===== config.mk =====
export PLATFORM = sky130hd
export DESIGN_NAME = router_sync_n
export DESIGN_NICKNAME = d
export VERILOG_FILES = /design/src/rtl/router_pkg.sv /design/src/rtl/router_sync_timer.sv /design/src/rtl/router_sync_n.sv
export SDC_FILE = /design/constraint.sdc
export NUM_CORES = 1
export LEC_CHECK = 0
export CAP_MARGIN = 15
export CORE_MARGIN = 4
export CORE_UTILIZATION = 46
export CTS_CLUSTER_SIZE = 14
export DETAILED_ROUTE_END_ITERATION = 7
export PLACE_DENSITY = 0.85
export REMOVE_ABC_BUFFERS = 1
export SYNTH_ARGS = -nofsm -noshare
export SYNTH_HDL_FRONTEND = slang
export SYNTH_SLANG_ARGS = --single-unit
export TNS_END_PERCENT = 1

===== constraint.sdc =====
create_clock -name clock -period 1.3 [get_ports clock]
set_clock_uncertainty 0.15 [all_clocks]
set_input_delay 0.26 -clock clock [delete_from_list [all_inputs] [get_ports clock]]
set_output_delay 0.26 -clock clock [all_outputs]
set_load 0.03 [all_outputs]

===== src/rtl/router_pkg.sv =====
// Shared defaults and helpers for the router blocks (FIFO, FSM, synchronizer).
package router_pkg;

   localparam int unsigned DEF_NUM_CH  = 3;
   localparam int unsigned DEF_ADDR_W  = 2;
   localparam int unsigned DEF_TIMEOUT = 30;

   // Ceiling log2, at least 1 so a counter is never zero bits wide.
   function automatic int unsigned clog2(input int unsigned value);
      int unsigned bits;
      bits = 1;
      while ((32'd1 << bits) < value) begin
         bits = bits + 1;
      end
      return bits;
   endfunction

endpackage


===== src/rtl/router_sync_timer.sv =====
// Per-channel stall timer: pulses soft_reset for one cycle after TIMEOUT
// consecutive cycles of valid data that nobody reads.
module router_sync_timer
   import router_pkg::*;
#(
   parameter int unsigned TIMEOUT = DEF_TIMEOUT
) (
   input  logic clock,
   input  logic reset,
   input  logic vld,
   input  logic rd,
   output logic soft_reset
);

   localparam int unsigned CNT_W = clog2(TIMEOUT);
   localparam logic [CNT_W-1:0] CNT_LAST = CNT_W'(TIMEOUT - 1);

   logic [CNT_W-1:0] cnt_q;
   logic             soft_reset_q;

   always_ff @(posedge clock) begin
      if (reset) begin
         cnt_q        <= '0;
         soft_reset_q <= 1'b0;
      end else if (!vld || rd) begin
         cnt_q        <= '0;
         soft_reset_q <= 1'b0;
      end else if (cnt_q == CNT_LAST) begin
         cnt_q        <= '0;
         soft_reset_q <= 1'b1;
      end else begin
         cnt_q        <= cnt_q + CNT_W'(1);
         soft_reset_q <= 1'b0;
      end
   end

   assign soft_reset = soft_reset_q;

endmodule


===== src/rtl/router_sync_n.sv =====
// Write-side synchronizer for the N-output router: latches the destination,
// steers write enables, muxes the full flag and watches each channel for stalls.
module router_sync_n
   import router_pkg::*;
#(
   parameter int unsigned NUM_CH  = DEF_NUM_CH,
   parameter int unsigned ADDR_W  = DEF_ADDR_W,
   parameter int unsigned TIMEOUT = DEF_TIMEOUT
) (
   input  logic              clock,
   input  logic              reset,
   input  logic              detect_add,
   input  logic [ADDR_W-1:0] data_in,
   input  logic              write_enb_reg,
   input  logic [NUM_CH-1:0] empty,
   input  logic [NUM_CH-1:0] full,
   input  logic [NUM_CH-1:0] read_enb,
   output logic [NUM_CH-1:0] write_enb,
   output logic              fifo_full,
   output logic [NUM_CH-1:0] vld_out,
   output logic [NUM_CH-1:0] soft_reset,
   output logic              addr_err
);

   logic [ADDR_W-1:0] addr_q;
   logic              addr_ok_q;
   logic              addr_err_q;
   logic              in_range;

   assign in_range = (32'(data_in) < NUM_CH);

   always_ff @(posedge clock) begin
      if (reset) begin
         addr_q     <= '0;
         addr_ok_q  <= 1'b0;
         addr_err_q <= 1'b0;
      end else if (detect_add) begin
         addr_q     <= data_in;
         addr_ok_q  <= in_range;
         addr_err_q <= !in_range;
      end
   end

   // Out-of-range addresses select nothing, so the packet is drained and dropped.
   always_comb begin
      write_enb = '0;
      fifo_full = 1'b0;
      for (int unsigned i = 0; i < NUM_CH; i++) begin
         if (addr_ok_q && (32'(addr_q) == i)) begin
            write_enb[i] = write_enb_reg;
            fifo_full    = full[i];
         end
      end
   end

   assign vld_out  = ~empty;
   assign addr_err = addr_err_q;

   for (genvar g = 0; g < NUM_CH; g++) begin : g_timer
      router_sync_timer #(
         .TIMEOUT(TIMEOUT)
      ) u_timer (
         .clock      (clock),
         .reset      (reset),
         .vld        (vld_out[g]),
         .rd         (read_enb[g]),
         .soft_reset (soft_reset[g])
      );
   end

endmodule


### Word-level counts from Yosys, hierarchy flattened

Cells that the tools add are included.
W data, S select, Z words.

| word-level totals | value |
|---|---|
| flip-flop bits (word level) | 22 |
| output and inout bits | 11 |

| cells by class | value |
|---|---|
| $add $sub $neg | 3 |
| magnitude comparators | 1 |
| equal/unequal tests | 5 |
| multiplexer cells | 9 |
| bitwise logic cells | 1 |
| reductions and logical operators | 17 |

Operators with widths:

| operator | number |
|---|---|
| $add A5 B1 Y5 const B | 3 |
| $eq A5 B5 Y1 const B | 3 |
| $mux W1 | 9 |
| $reduce_or A3 Y1 | 3 |
| $reduce_or A2 Y1 | 3 |
| $logic_not A1 Y1 | 4 |
| $logic_and A1 B1 Y1 | 3 |
| $logic_or A1 B1 Y1 | 3 |
| $not A3 Y3 | 1 |
| $eq A2 B1 Y1 const B | 1 |
| $eq A2 B2 Y1 const B | 1 |
| $logic_not A2 Y1 | 1 |
| $lt A2 B2 Y1 const B | 1 |

### Logic depth before layout (Yosys ltp)

Gate-level depths: netlist of the first run.

| depth | value |
|---|---|
| depth in word-level cells | 5 |
| depth in mapped cells | 5 |
| depth with buffers taken out | 5 |

### By module

A second synthesis of the first run with hierarchy kept.

| second synthesis, totals | value |
|---|---|
| cell total of the unflattened synthesis | 97 |
| area, all modules | 899.6 um^2 |

By module, submodules not included:

| module | times used | cells an instance | area an instance (um^2) | sequential area each (um^2) |
|---|---|---|---|---|
| router_sync_timer | 3 | 24 | 231.5 | 120.1 |
| router_sync_n | 1 | 25 | 205.2 | 80.1 |

### Least setup slack after synthesis of the first run

No wires, ideal clock.

| timing path | value |
|---|---|
| path type | register to output |
| start | register addr_ok_q |
| end | output port write_enb[1] |
| arrival | 1.145 ns |
| path slack | -0.255 ns |
| cell stages (with the launch flop) | 3 |
| buffers on the path | 0 |
| cells stage by stage | dfxtp_1 nand2_1 nor3b_1 |

| between the ends | value |
|---|---|
| longest elaborated chain between the ends | 2 |

RTL lines:

| item | line | RTL |
|---|---|---|
| start: declaration | router_sync_n.sv:26 | `logic addr_ok_q;` |
| start signal: assignment | router_sync_n.sv:39 | `addr_ok_q <= in_range;` |
| $logic_and A1 B1 Y1 | router_sync_n.sv:49 | `if (addr_ok_q && (32'(addr_q) == i)) begin` |
| $mux W1 | router_sync_n.sv:49 |  |
| end: declaration | router_sync_n.sv:18 | `output logic [NUM_CH-1:0] write_enb,` |

Every way passes these cells.

### Final worst setup path of the first run

| timing path | value |
|---|---|
| start | register addr_q[0] |
| end | output port fifo_full |

| between the ends | value |
|---|---|
| longest elaborated chain between the ends | 5 |

RTL lines:

| item | line | RTL |
|---|---|---|
| start: declaration | router_sync_n.sv:25 | `logic [ADDR_W-1:0] addr_q;` |
| start signal: assignment | router_sync_n.sv:38 | `addr_q <= data_in;` |
| $logic_not A2 Y1 | router_sync_n.sv:49 |  |
| $logic_and A1 B1 Y1 | router_sync_n.sv:49 |  |
| $mux W1 (2 in a row) | router_sync_n.sv:49 |  |
| $mux W1 (*) | router_sync_n.sv:49 |  |
| end: declaration | router_sync_n.sv:19 | `output logic fifo_full,` |

Mark *: on every way between the ends. The rest lies on a longest branch, timed or not.

==> metrics.md, run 1 <==
| Metric | Value |
|---|---|
| Failing checks | negative setup slack |
| Hpwl dp | 1380 um |
| Register area share after synthesis | 0.468 |
| Hold Path End | g_timer[1].u_timer.soft_reset |
| Cells after Synth | 100 |
| Initial antenna violation count | 0 |
| Max incr delay on CP | 0.37 ns |
| CP endpoint kind | output pin |
| Max-slew headroom | 0.825 |
| DIE AREA | 2830 um2 |
| RR Startpoint | g_timer[2].u_timer.cnt_q[0] |
| Antenna cell count | 0 |
| Maximum VDD drop | 0.000538 V |
| Unrepaired setup endpoints after global routing | yes |
| Hold Path Class | input pin to flop |
| Worst Min Path Start | empty[1] |
| Top-area cell type share of the netlist area | 0.468 |
| Clk root buf | clkbuf_4 |
| CP startpoint kind | flop |
| CP bufs+invs | 1 |
| R2R depth | 4 |
| GRT overflow | 0 |
| I/O Buffers | 25 |
| Crit Path Category | flop to output pin |
| Setup Viol. Count Final | 4 |
| DRC viols | 0 |
| Via-to-Cell Ratio | 4.71 |
| Fillcell total | 180 |
| Worst-path clk slew | 0.11 ns |
| Main synth FF type | dfxtp_1 |
| Clock sink count | 22 |
| Most frequent cell after synthesis | dfxtp_1 |
| Core Region | 1960 um2 |
| Vias in the first global route | 747 |
| Delay-heaviest family, CP | flip-flops |
| Fmax | 623 MHz |
| Max-cap viol count | 0 |
| Req. time, crit path | 0.89 ns |
| Synth Cell Area | 941 um2 |
| YS warnings | 0 |
| Worst reg2reg setup slack | 0.14 ns |
| Biggest area consumer among synthesized cells | dfxtp_1 |
| Fin util | 0.625 |
| Insertion delay to the later sink of the worst-skew pair | 0.30 ns |
| P_leak | 0.501 nW |
| Die X | 53.2 um |
| CP max-delay cell | dfxtp_4 |
| PwrDens | 976 nW/um2 |
| Syn Area/Cell | 9.41 um2 |
| Async SR Flop Fraction | 0 |
| Placed cell count | 146 |
| I/O pins | 26 |
| Final instance count without filler cells | 151 |
| Final worst path period need | 1.61 ns |
| Total Routing Usage GR | 0.148 |
| Share of cells above drive strength 1 | 0.210 |
| Die Ht | 53.2 um |
| Layout Nets | 146 |
| Largest net degree at the start of global routing | 13 |
| Final ANT Viol Nets | 0 |
| Iteration-0 DRC Markers | 13 |
| Synth cell types | 23 |
| Reg-to-reg endpoint | g_timer[2].u_timer.cnt_q[3] |
| CTS tree | yes |
| Tcrit/Tclk final | 1.23 |
| EDFF count, synth | 0 |
| Area growth syn-to-layout | 30.3% |
| TritonCTS buffer count | 3 |
| WL per Instance | 11.5 um |
| WHS Path Cells | 3 |
| Via count | 711 |
| Critical path, cell by cell | mux2i_1 -> o21ai_1 -> and2_1 -> buf_6 |
| Drt pass-1 iters | 4 |
| CP Max Fanout | 3 |
| Final GP Congestion | 0.733 |
| CP Data Arrival Time | 1.20 ns |
| Worst Setup Slack, final | -0.305 ns |
| Initial Util | 0.480 |
| Synth top cells by count | dfxtp_1, nor2_1, nand3_1 |
| Register bit total from synthesis | 22 |
| First-pass GRT wire length | 3000 um |
| Num rows | 16 |
| Slew Viols, Final | 0 |
| Main area contributors after synthesis | dfxtp_1, ha_1, nor2_1 |
| Drt total wl | 1740 um |
| Final hold vios | 0 |
| Max Root-Sink Buffers | 2 |
| H-tree lvl count | 1 |
| Fin Setup TNS | -1.05 ns |
| Outcome | finished, violations left |
| Worst-Margin Slew | 0.261 ns |
tightest hold or removal path, stage by stage:
cell and delay [ns]:
dlygate4sd2_1 0.22, nor3_2 0.05, nor2b_1 0.12
logic make-up after synthesis:
logic type / after synthesis / share of synthesized area
buffers and inverters: 13 / 0.0771
AOI/OAI and AO/OA: 3 / 0.0199
adders and majority gates: 6 / 0.0798
DFF: 22 / 0.468
and+or+nand+nor: 44 / 0.239
muxes: 3 / 0.0319
xor gates and xnor gates: 9 / 0.0838
worst max-delay path by stage:
stage	start	to	depth (start not counted)
final	addr_q[0]	fifo_full	4
after global routing	addr_q[0]	fifo_full	4
after CTS	addr_q[0]	fifo_full	4
after detailed placement	full[1]	fifo_full	5
after global placement	write_enb_reg	write_enb[1]	4
after floorplan	addr_ok_q	write_enb[1]	2
per-layer routing:
layer	share of wire	up-vias	track usage
li1	-	367	-
met1	0.42	327	0.147
met2	0.53	15	0.273
met3	0.037	2	0.0535
met4	0.014	0	0.0596
met5	0	-	0
metrics by stage:
stage / instance area, um2 / setup slack (ns) / hold slack, ns / power (mW)
final: 1230 / -0.305 / 0.236 / 1.20
after floorplan: 891 / -0.255 / 0.179 / 0.768
after detailed placement: 1150 / -0.329 / 0.303 / 0.848
after global routing: 1230 / -0.397 / 0.242 / 1.25
after global placement: 1150 / -0.271 / 0.296 / 0.843
after CTS: 1220 / -0.311 / 0.231 / 1.21
repair_timing:
action                     CTS  global route
resized for setup           13             1
setup endpoints to repair    7             4
setup buffers                1             0
cloned                       0             0
pin swaps                    1             2
hold buffers                 0             0
cell usage in the layout (no fill, tap or decap), drive strengths merged:
cell type and n:
o21ai 1, a311oi 1, nand2 4, xor2 6, inv 6, nand3 7, clkdlybuf4s50 10, and2 1
xnor2 3, nor3b 2, nor3 4, mux2i 3, nor2 18, a21oi 1, nand3b 1, clkbuf 4
dlygate4sd2 3, buf 13, dlymetal6s2s 1, nand4 3, ha 6, dfxtp 22, nand2b 1, nor2b 3
registers in the layout, indices dropped and copies added (netlist names):
register	cells
addr_err	1
addr_ok_q	1
g_timer.u_timer.cnt_q	15
addr_q	2
g_timer.u_timer.soft_reset	3
power breakdown:
part / internal, mW / leakage, nW / switching [mW]
Combinational: 0.0748 / 0.300 / 0.0670
Clock: 0.171 / 0.0210 / 0.187
Sequential: 0.686 / 0.179 / 0.0122
final cells by class:
class	count	area, um2	share of cell area
Tap cell	27	33.8	0.0276
Timing Repair Buffer	27	248	0.202
Multi-Input combinational cell	65	440	0.359
Inverter	6	22.5	0.0184
Sequential cell	22	445	0.363
Clock buffer	4	36.3	0.0296
Power figures use the tool's default switching activity.
==> run 2, diff against run 1 <==
REMOVE_ABC_BUFFERS = unset   (was 1)
==> metrics.md, run 2 (synthesized netlist as in run 1, its figures left out) <==
| Metric | Value |
|---|---|
| Outcome | finished, violations left |
| Failing checks | negative setup slack |
| Initial antenna violation count | 0 (unchanged) |
| Fin Setup TNS | -1.13 ns (-0.0861 ns) |
| P_leak | 0.500 nW (about the same) |
| Fmax | 618 MHz (-0.82%) |
| Clk root buf | clkbuf_4 |
| CP endpoint kind | output pin |
| Largest net degree at the start of global routing | 14 (+1) |
| Via count | 715 (+0.56%) |
| I/O Buffers | 25 (unchanged) |
| Via-to-Cell Ratio | 4.74 (+0.56%) |
| Critical path origin | full[1] |
| Max incr delay on CP | 0.46 ns (+0.09 ns) |
| Final instance count without filler cells | 151 (unchanged) |
| Clock sink count | 22 (unchanged) |
| R2R depth | 5 (+1) |
| Final hold vios | 0 (unchanged) |
| Critical path, cell by cell | clkdlybuf4s50_1 -> mux2i_1 -> o21ai_1 -> and2_4 -> buf_6 |
| Final ANT Viol Nets | 0 (unchanged) |
| First-pass GRT wire length | 2810 um (-6.4%) |
| Layout Nets | 146 (unchanged) |
| GRT overflow | 0 (unchanged) |
| Core Region | 1960 um2 (unchanged) |
| TritonCTS buffer count | 3 (unchanged) |
| Max-cap viol count | 0 (unchanged) |
| DRC viols | 0 (unchanged) |
| Max reg flops | 15 (unchanged) |
| Commonest non-fill, non-tap cells in the layout | nor2_1, dfxtp_1, clkdlybuf4s50_1, buf_4, nand3_1 |
| Delay-heaviest family, CP | buffers and inverters |
| Area growth syn-to-layout | 32.2% |
| Die Ht | 53.2 um (unchanged) |
| Gr busiest metal | met2 |
| CP max-delay cell | clkdlybuf4s50_1 |
| GR Util met2 | 0.259 (-0.0143) |
| Max Root-Sink Buffers | 2 (unchanged) |
| RR Startpoint | g_timer[2].u_timer.cnt_q[1] |
| Syn Nets | 121 |
| CP startpoint kind | input pin |
| Iteration-0 DRC Markers | 6 (-7) |
| Worst Min Path Start | empty[2] |
| Drt pass-1 iters | 4 (unchanged) |
| CP bufs+invs | 2 (+1) |
| Maximum VDD drop | 0.000906 V (+68%) |
| WL per Instance | 11.6 um (+0.40%) |
| CP Data Arrival Time | 1.21 ns (about the same) |
| Max-slew headroom | 0.841 (+0.0158) |
| Total Routing Usage GR | 0.141 (-0.00764) |
| CP Max Fanout | 1 (-2) |
| Slew Viols, Final | 0 (unchanged) |
| Unrepaired setup endpoints after global routing | yes |
| Hold Path Class | input pin to flop |
| Die X | 53.2 um (unchanged) |
| Final GP Congestion | 0.707 (-3.5%) |
| Grt met3 use | 0.0592 (+0.00563) |
| CTS tree | yes |
| Hpwl dp | 1440 um (+4.5%) |
| Placed cell count | 147 (+0.68%) |
| Tcrit/Tclk final | 1.25 (+0.0102) |
| Grt met1 use | 0.142 (-0.00518) |
| WP depth | 5 (+1) |
| Antenna cell count | 0 (unchanged) |
| Final worst path period need | 1.62 ns (+0.0133 ns) |
| Setup Viol. Count Final | 4 (unchanged) |
| DIE AREA | 2830 um2 (unchanged) |
| Req. time, crit path | 0.89 ns (about the same) |
| Worst-Margin Slew | 0.238 ns (-0.0237 ns) |
| Worst-path clk slew | 0.12 ns (about the same) |
| Reg with most FFs | g_timer.u_timer.cnt_q |
| Vias in the first global route | 671 (-10%) |
| Worst Setup Slack, final | -0.319 ns (-0.0133 ns) |
| Cts hold-fix bufs | 0 (unchanged) |
| Crit Path Category | input pin to output pin |
| Num rows | 16 (unchanged) |
| I/O pins | 26 (unchanged) |
| Share of cells above drive strength 1 | 0.242 (+0.0323) |
| H-tree lvl count | 1 (unchanged) |
| PwrDens | 1090 nW/um2 (+11%) |
| Initial Util | 0.480 (unchanged) |
| WHS Path Cells | 3 (unchanged) |
| Drt total wl | 1750 um (+0.40%) |
| Insertion delay to the later sink of the worst-skew pair | 0.30 ns (about the same) |
==> run 2: metal layers <==
| layer | vias to the layer above | part of all wire |
|---|---|---|
| met2 | 15 | 0.55 |
| li1 | 368 | - |
| met5 | - | 0 |
| met1 | 330 | 0.40 |
| met3 | 2 | 0.044 |
| met4 | 0 | 0.011 |
==> run 2: report_power, final <==
part / switching, mW / total [mW] / leakage [nW] / internal [mW]
clock: 0.198 / 0.510 / 0.0279 / 0.312
combinational: 0.0665 / 0.143 / 0.292 / 0.0763
sequential: 0.0126 / 0.700 / 0.180 / 0.688
total: 0.277 / 1.35 / 0.500 / 1.08
==> run 2: worst register-to-register path, delay by kind of cell, from the launching register on <==
family,cells,cell delay (ns)
buf+inv,1,0.05
flops,1,0.36
fa+ha+maj,1,0.17
simple gates,3,0.37
==> run 2: worst paths after layout <==
kind / end / slack (ns)
max: fifo_full / -0.32
min: g_timer[2].u_timer.soft_reset / 0.24
max reg2reg: g_timer[2].u_timer.cnt_q[3] / 0.15
min reg2reg: g_timer[0].u_timer.cnt_q[0] / 0.33
==> run 2: through the flow <==
stage | setup WS (ns) | util | instance area (um2) | total power, mW | hold WS [ns]
floorplan | -0.254 | - | 946 | 0.779 | 0.179
global placement | -0.288 | 0.595 | 1170 | 0.848 | 0.296
detailed placement | -0.379 | 0.595 | 1170 | 0.853 | 0.308
CTS | -0.350 | 0.629 | 1230 | 1.37 | 0.227
global route | -0.401 | 0.634 | 1240 | 1.41 | 0.224
finish | -0.319 | 0.634 | 1240 | 1.35 | 0.241
==> run 2: what timing repair did <==
action	in CTS	in global routing
pin swaps	1	1
resized for setup	10	4
buffers inserted	0	0
endpoints found under the setup margin	7	9
==> run 2: final cells by class <==
class | instances | area [um2]
Fill cell | 175 | 718
Multi-Input combinational cell | 65 | 448
Sequential cell | 22 | 445
Timing Repair Buffer | 27 | 241
Tap cell | 27 | 33.8
Clock inverter | 1 | 30.0
Clock buffer | 3 | 22.5
Inverter | 6 | 22.5
